==> src/rtl/alu_pkg.sv <==
// alu_pkg: shared opcode and FSM state types for the sequenced ALU stage
package alu_pkg;
  typedef enum logic [1:0] {
    ALU_ADD = 2'b00,
    ALU_SUB = 2'b01,
    ALU_ADC = 2'b10,
    ALU_MUL = 2'b11
  } alu_op_t;
  typedef enum logic [1:0] {IDLE, EXEC, MUL_IT, DONE} alu_state_t;
endpackage

==> src/rtl/ripple_adder_n.sv <==
// ripple_adder_n: WIDTH-bit ripple-carry adder built from a chain of full adders
module ripple_adder_n #(
  parameter int WIDTH = 4
) (
  input  logic [WIDTH-1:0] a,
  input  logic [WIDTH-1:0] b,
  input  logic             cin,
  output logic [WIDTH-1:0] sum,
  output logic             cout
);
  logic [WIDTH:0] c;
  assign c[0] = cin;
  for (genvar i = 0; i < WIDTH; i++) begin : g_fa
    assign sum[i]   = a[i] ^ b[i] ^ c[i];
    assign c[i+1]   = (a[i] & b[i]) | (c[i] & (a[i] ^ b[i]));
  end
  assign cout = c[WIDTH];
endmodule

==> src/rtl/alu_seq_unit.sv <==
// alu_seq_unit: handshaked ALU stage doing ADD/SUB/ADC in one pass and MUL by shift-add over one shared adder
module alu_seq_unit
  import alu_pkg::*;
#(
  parameter int WIDTH = 4
) (
  input  logic               clk,
  input  logic               rst,
  input  logic               in_valid,
  output logic               in_ready,
  input  logic [1:0]         op,
  input  logic [WIDTH-1:0]   a,
  input  logic [WIDTH-1:0]   b,
  output logic               out_valid,
  input  logic               out_ready,
  output logic [2*WIDTH-1:0] result,
  output logic               flag_c,
  output logic               flag_z,
  output logic               flag_v
);
  localparam int CW = $clog2(WIDTH + 1);
  alu_state_t state, state_n;
  alu_op_t op_r;
  logic [WIDTH-1:0] a_r, b_r, hi, lo, x, y, sum;
  logic [CW-1:0] cnt;
  logic cin, cout;
  ripple_adder_n #(.WIDTH(WIDTH)) u_add (.a(x), .b(y), .cin(cin), .sum(sum), .cout(cout));
  // MUL keeps the multiplier in lo; its LSB selects the partial product each pass
  always_comb begin
    in_ready  = state == IDLE;
    out_valid = state == DONE;
    result    = {hi, lo};
    x   = state == MUL_IT ? hi : a_r;
    y   = state == MUL_IT ? (lo[0] ? a_r : '0) : (op_r == ALU_SUB ? ~b_r : b_r);
    cin = state == MUL_IT ? 1'b0 : op_r == ALU_SUB ? 1'b1 : op_r == ALU_ADC ? flag_c : 1'b0;
    state_n = state == IDLE   ? (in_valid ? (op == ALU_MUL ? MUL_IT : EXEC) : IDLE) :
              state == EXEC   ? DONE :
              state == MUL_IT ? (cnt == CW'(1) ? DONE : MUL_IT) :
                                (out_ready ? IDLE : DONE);
  end
  always_ff @(posedge clk) begin
    if (rst) begin
      state  <= IDLE;
      op_r   <= ALU_ADD;
      a_r    <= '0;
      b_r    <= '0;
      hi     <= '0;
      lo     <= '0;
      cnt    <= '0;
      flag_c <= 1'b0;
      flag_z <= 1'b0;
      flag_v <= 1'b0;
    end else begin
      state <= state_n;
      if (state == IDLE && in_valid) begin
        op_r <= alu_op_t'(op);
        a_r  <= a;
        b_r  <= b;
        hi   <= '0;
        lo   <= b;
        cnt  <= CW'(WIDTH);
      end
      if (state == EXEC) begin
        hi     <= '0;
        lo     <= sum;
        flag_c <= cout;
        flag_z <= sum == '0;
        flag_v <= (a_r[WIDTH-1] == y[WIDTH-1]) & (sum[WIDTH-1] != a_r[WIDTH-1]);
      end
      if (state == MUL_IT) begin
        hi  <= {cout, sum[WIDTH-1:1]};
        lo  <= {sum[0], lo[WIDTH-1:1]};
        cnt <= cnt - CW'(1);
        if (cnt == CW'(1)) begin
          flag_z <= {cout, sum, lo[WIDTH-1:1]} == '0;
          flag_v <= 1'b0;
        end
      end
    end
  end
endmodule

==> config.mk <==
export PLATFORM = sky130hd
export DESIGN_NAME = alu_seq_unit
export DESIGN_NICKNAME = d
export VERILOG_FILES = /design/src/rtl/alu_pkg.sv /design/src/rtl/ripple_adder_n.sv /design/src/rtl/alu_seq_unit.sv
export SDC_FILE = /design/constraint.sdc
export NUM_CORES = 1
export LEC_CHECK = 0
export CAP_MARGIN = 40
export CORE_MARGIN = 10
export CORE_UTILIZATION = 46
export CTS_CLUSTER_DIAMETER = 30
export DETAILED_ROUTE_END_ITERATION = 10
export GPL_TIMING_DRIVEN = 0
export PLACE_DENSITY = 0.75
export SLEW_MARGIN = 10
export SYNTH_ARGS = -nofsm -noshare
export SYNTH_HDL_FRONTEND = slang
export SYNTH_SLANG_ARGS = --single-unit
==> constraint.sdc <==
create_clock -name clk -period 3.65 [get_ports clk]
set_input_delay 0.73 -clock clk [delete_from_list [all_inputs] [get_ports clk]]
set_output_delay 0.73 -clock clk [all_outputs]
set_load 0.02 [all_outputs]
==> summary.md <==
| Metric | Value |
|---|---|
| Critical Path, Cell by Cell | `inv_4 > ha_4 > clkbuf_8 > mux2_2 > fa_2 > fa_1 > inv_1 > fa_1 > inv_1 > fa_2 > and2b_2 > a211oi_1 > or4_1 > a21oi_1` |
| Max Cap Violations | `0` |
| Max IR drop VDD | `about 0.28 mV` |
| Initial DRC Count | `a little under 100` |
| Standby leakage power | `roughly 0.7 nW` |
| CTS tree | `yes` |
| CTS Hold Bufs | `0` |
| Max_slew headroom | `between 60% and 70%` |
| Die H | `about 76 um` |
| Clock Skew | `just under 0.002 ns` |
| Period utilisation layout | `97.7%` |
| H-tree depth | `1` |
| Fin worst setup slack | `0.0825 ns` |
| HP Start | `cnt[1]` |
| Main synth FF type | `dfxtp_1` |
| CP peak stage delay | `around 0.58 ns` |
| Layout Cell Area excl Fill | `about 1900 um^2` |
| Post-Synth Simple-Gate Area | `around a quarter` |
| DR WL/cell | `between 10 and 15 um` |
| Seq pwr share | `between 30% and 40%` |
| Fillers | `approximately 280` |
| Status | `finished, final reports clean` |
| Avg Cell Area, Syn | `between 7 and 8 um^2` |
| Xor/xnor share of the synthesized area | `2.41%` |
| Placement Setup Slack | `-0.190 ns` |
| Max Slew Vio Count | `0` |
| Worst r2r dst | `flag_v` |
| Reg clk slew, reported paths | `0.14 ns` |
| Hold Path Depth | `2` |
| Die area | `5810 um^2` |
| Final RePlAce weighted congestion | `0.876` |
| Critical path class | `reg2reg` |
| P&R area growth vs syn | `30.0%` |
| Seq/Total Area, Yosys | `35.8%` |
| Total Power | `861 uW` |
| Post-synth ARST share | `0%` |
| Synth area leader | `dfxtp_1` |
| CP endpoint kind | `flip-flop` |
| CTS Buf Count | `3` |
| CP Max Fanout | `5` |
| Final net count | `roughly 240` |
| Detailed Route WL | `3.58 mm` |
| Final setup viols | `0` |
| Tmin final | `approximately 3.6 ns` |
| Internal reg-to-reg setup slack | `~0.082 ns` |
| Syn nets | `between 200 and 250` |
| Clk_lat worst skew | `roughly 0.32 ns` |
| Yosys cell types | `29` |
| Worst Path Required | `around 4 ns` |
| Post-synth top area share | `between 30% and 40%` |
| Gr usage total | `12.2%` |
| Placement Rows | `20` |
| Dominant cells by area after synthesis | `dfxtp_1 (36%), nand2_1 (11%), a21oi_1 (7.9%)` |
| First-pass GRT wire length | `6.02 mm` |
| Share of cells above drive strength 1 | `12.4%` |
| Hpwl dp | `between 2 and 3 mm` |
| Clk pwr share | `23.1%` |
| Antenna Cells | `0` |
| Largest family of logic cells by synthesized area | `simple AND/OR/NAND/NOR gates` |
| Syn Inst Count | `185` |
| Largest net degree at the start of global routing | `16` |
| Hold/Removal Path Class | `reg2reg` |
| Die X-Extent | `between 70 and 80 um` |
| R2r startpoint | `state[0]` |
| Worst hold slack | `0.473 ns` |
| Drt first pass iters | `5` |
| Synth Area in Adders | `11.5%` |
| Flops & latches, synth | `26` |
| Hold EP | `cnt[1]` |
| Syn. warnings | `0` |
| Complex-gate fraction of the synthesized area | `approximately 14%` |
| DP Area | `approximately 1800 um^2` |
| EDFF count, synth | `0` |
| Critical path's slowest cell | `fa_2` |
| Post-DRT Antenna Nets | `0` |
| Total number of vias | `roughly 1,300` |
| Register area | `between 500 and 600 um^2` |
| Initial Utilization | `a little under half` |
| Mux contribution to synthesized area | `about 6.5%` |
| Vias in the first global route | `about 1,300` |
| Cell Pwr Density | `approximately 460 nW/um^2` |
| Fmax | `roughly 0.28 GHz` |
| Grt total ovfl | `0` |
| Synth Cell Area | `between 1000 and 1500 um^2` |
| Area occupied by multi-input gates | `888 um^2` |
| Drc violations | `0` |
| Worst Tran Pin Value | `roughly 0.57 ns` |
| I/O Buffers | `25` |
| CP arrival | `~3.8 ns` |
| Core area | `between 3000 and 4000 um^2` |
| Initial antenna violation count | `0` |
| Net switching power | `~290 uW` |
| Clk sinks | `26` |
| Startpoint class of the critical path | `flip-flop` |
| Worst Setup SP | `state[0]` |
| Final hold viol count | `0` |
| Clock Path Buffers | `2` |
| Top-level I/O count | `27` |
| Internal Pwr Total | `approximately 570 uW` |
| Combinational fraction of design power | `between 30% and 40%` |
| DR vias/cell | `5.10` |
| R2R depth | `14` |
| CTS root buffer | `clkbuf_4` |
| Switching Fraction | `~34%` |
[how the worst max path moves through the flow]
stage / slack, ns / end / cells past startpoint
3_3_place_gp: -0.11 / flag_v / 14
2_1_floorplan: 0.09 / flag_v / 14
6_report: 0.08 / flag_v / 14
3_5_place_dp: -0.19 / flag_v / 14
4_1_cts: 0.007 / flag_v / 15
5_1_grt: -0.006 / flag_v / 14
[flip-flops by register name, summed over array words and instances, names as in the netlist, 2 cells and up]
name	cells
a_r	4
b_r	4
cnt	3
hi	4
lo	4
op_r	2
state	2
[power by group through the flow]
stage	combinational (mW)	clock (mW)	sequential, mW
2_1_floorplan	0.184	0	0.356
3_3_place_gp	0.287	0	0.344
3_5_place_dp	0.290	0	0.346
4_1_cts	0.303	0.202	0.340
5_1_grt	0.355	0.211	0.346
6_report	0.321	0.198	0.342
[cells in the final DEF (no fill, tap or decap), drive strengths merged]
master / count
a211oi: 4
a21oi: 23
a221oi: 1
a31oi: 2
and2: 1
and2b: 2
buf: 7
bufinv: 1
clkbuf: 10
clkdlybuf4s50: 25
dfxtp: 26
fa: 4
ha: 7
inv: 9
mux2: 3
mux2i: 6
nand2: 41
nand2b: 2
nand3: 7
nand3b: 1
nor2: 16
nor2b: 1
nor3: 2
nor4: 2
nor4b: 1
o21ai: 6
o221a: 1
or3b: 1
or4: 1
xnor2: 4
[per-stage QoR]
step | setup TNS, ns | util [%] | instances
after floorplan | 0 | - | 185
after global placement | -0.185 | 58.1 | 254
after detailed placement | -0.314 | 58.1 | 254
after CTS | 0 | 61.3 | 260
after global routing | -0.00588 | 62.4 | 261
final | 0 | 62.4 | 261
[per-layer routing]
| metal | wire length, um | global-route usage, % |
|---|---|---|
| met1 | 1660 | 15.1 |
| met2 | 1760 | 19.6 |
| met3 | 145 | 3.42 |
| met4 | 15 | 4.09 |
| met5 | 0 | 0 |
[synth_stat cells, drive strengths merged, types with 2 or more instances]
cell type  count
and2b          2
inv            9
ha             7
clkbuf         7
nand3          7
o21ai          6
nand2b         2
xnor2          4
mux2i          6
buf            4
dfxtp         26
fa             4
nor3           2
a21oi         23
mux2           3
a31oi          2
nor4           2
nor2          16
a211oi         4
nand2         41
[layout make-up]
class	count	share of cell area, %
flip-flops and latches	26	27.7
clock inverters	1	1.59
inverters	9	1.92
plain buffers	11	3.18
multi-input cells	139	47.1
repair buffers	28	14.4
clock buffers	3	1.19
well taps	44	2.92
[repair_timing]
action                     4_1_cts  5_1_grt
cloned                           0        0
gates resized for setup         10        5
buffers inserted                 2        1
setup endpoints to repair        2        2
pin swaps                        1        1
[kinds of logic after synthesis]
logic type                 Yosys count
AOI/OAI and AO/OA                   37
muxes                                9
adders and majority gates           11
xor gates and xnor gates             4
DFF                                 26
and+or+nand+nor                     78
buffers and inverters               20
[critical path, delay by kind of cell (launching register included)]
family / cells / cell delay [ns]
AOI/OAI and AO/OA: 2 / 0.20
adders and majority gates: 5 / 1.64
buffers and inverters: 4 / 0.33
DFF: 1 / 0.36
muxes: 1 / 0.34
and+or+nand+nor: 2 / 0.63
Note: power is estimated with default switching activity, not from simulation.
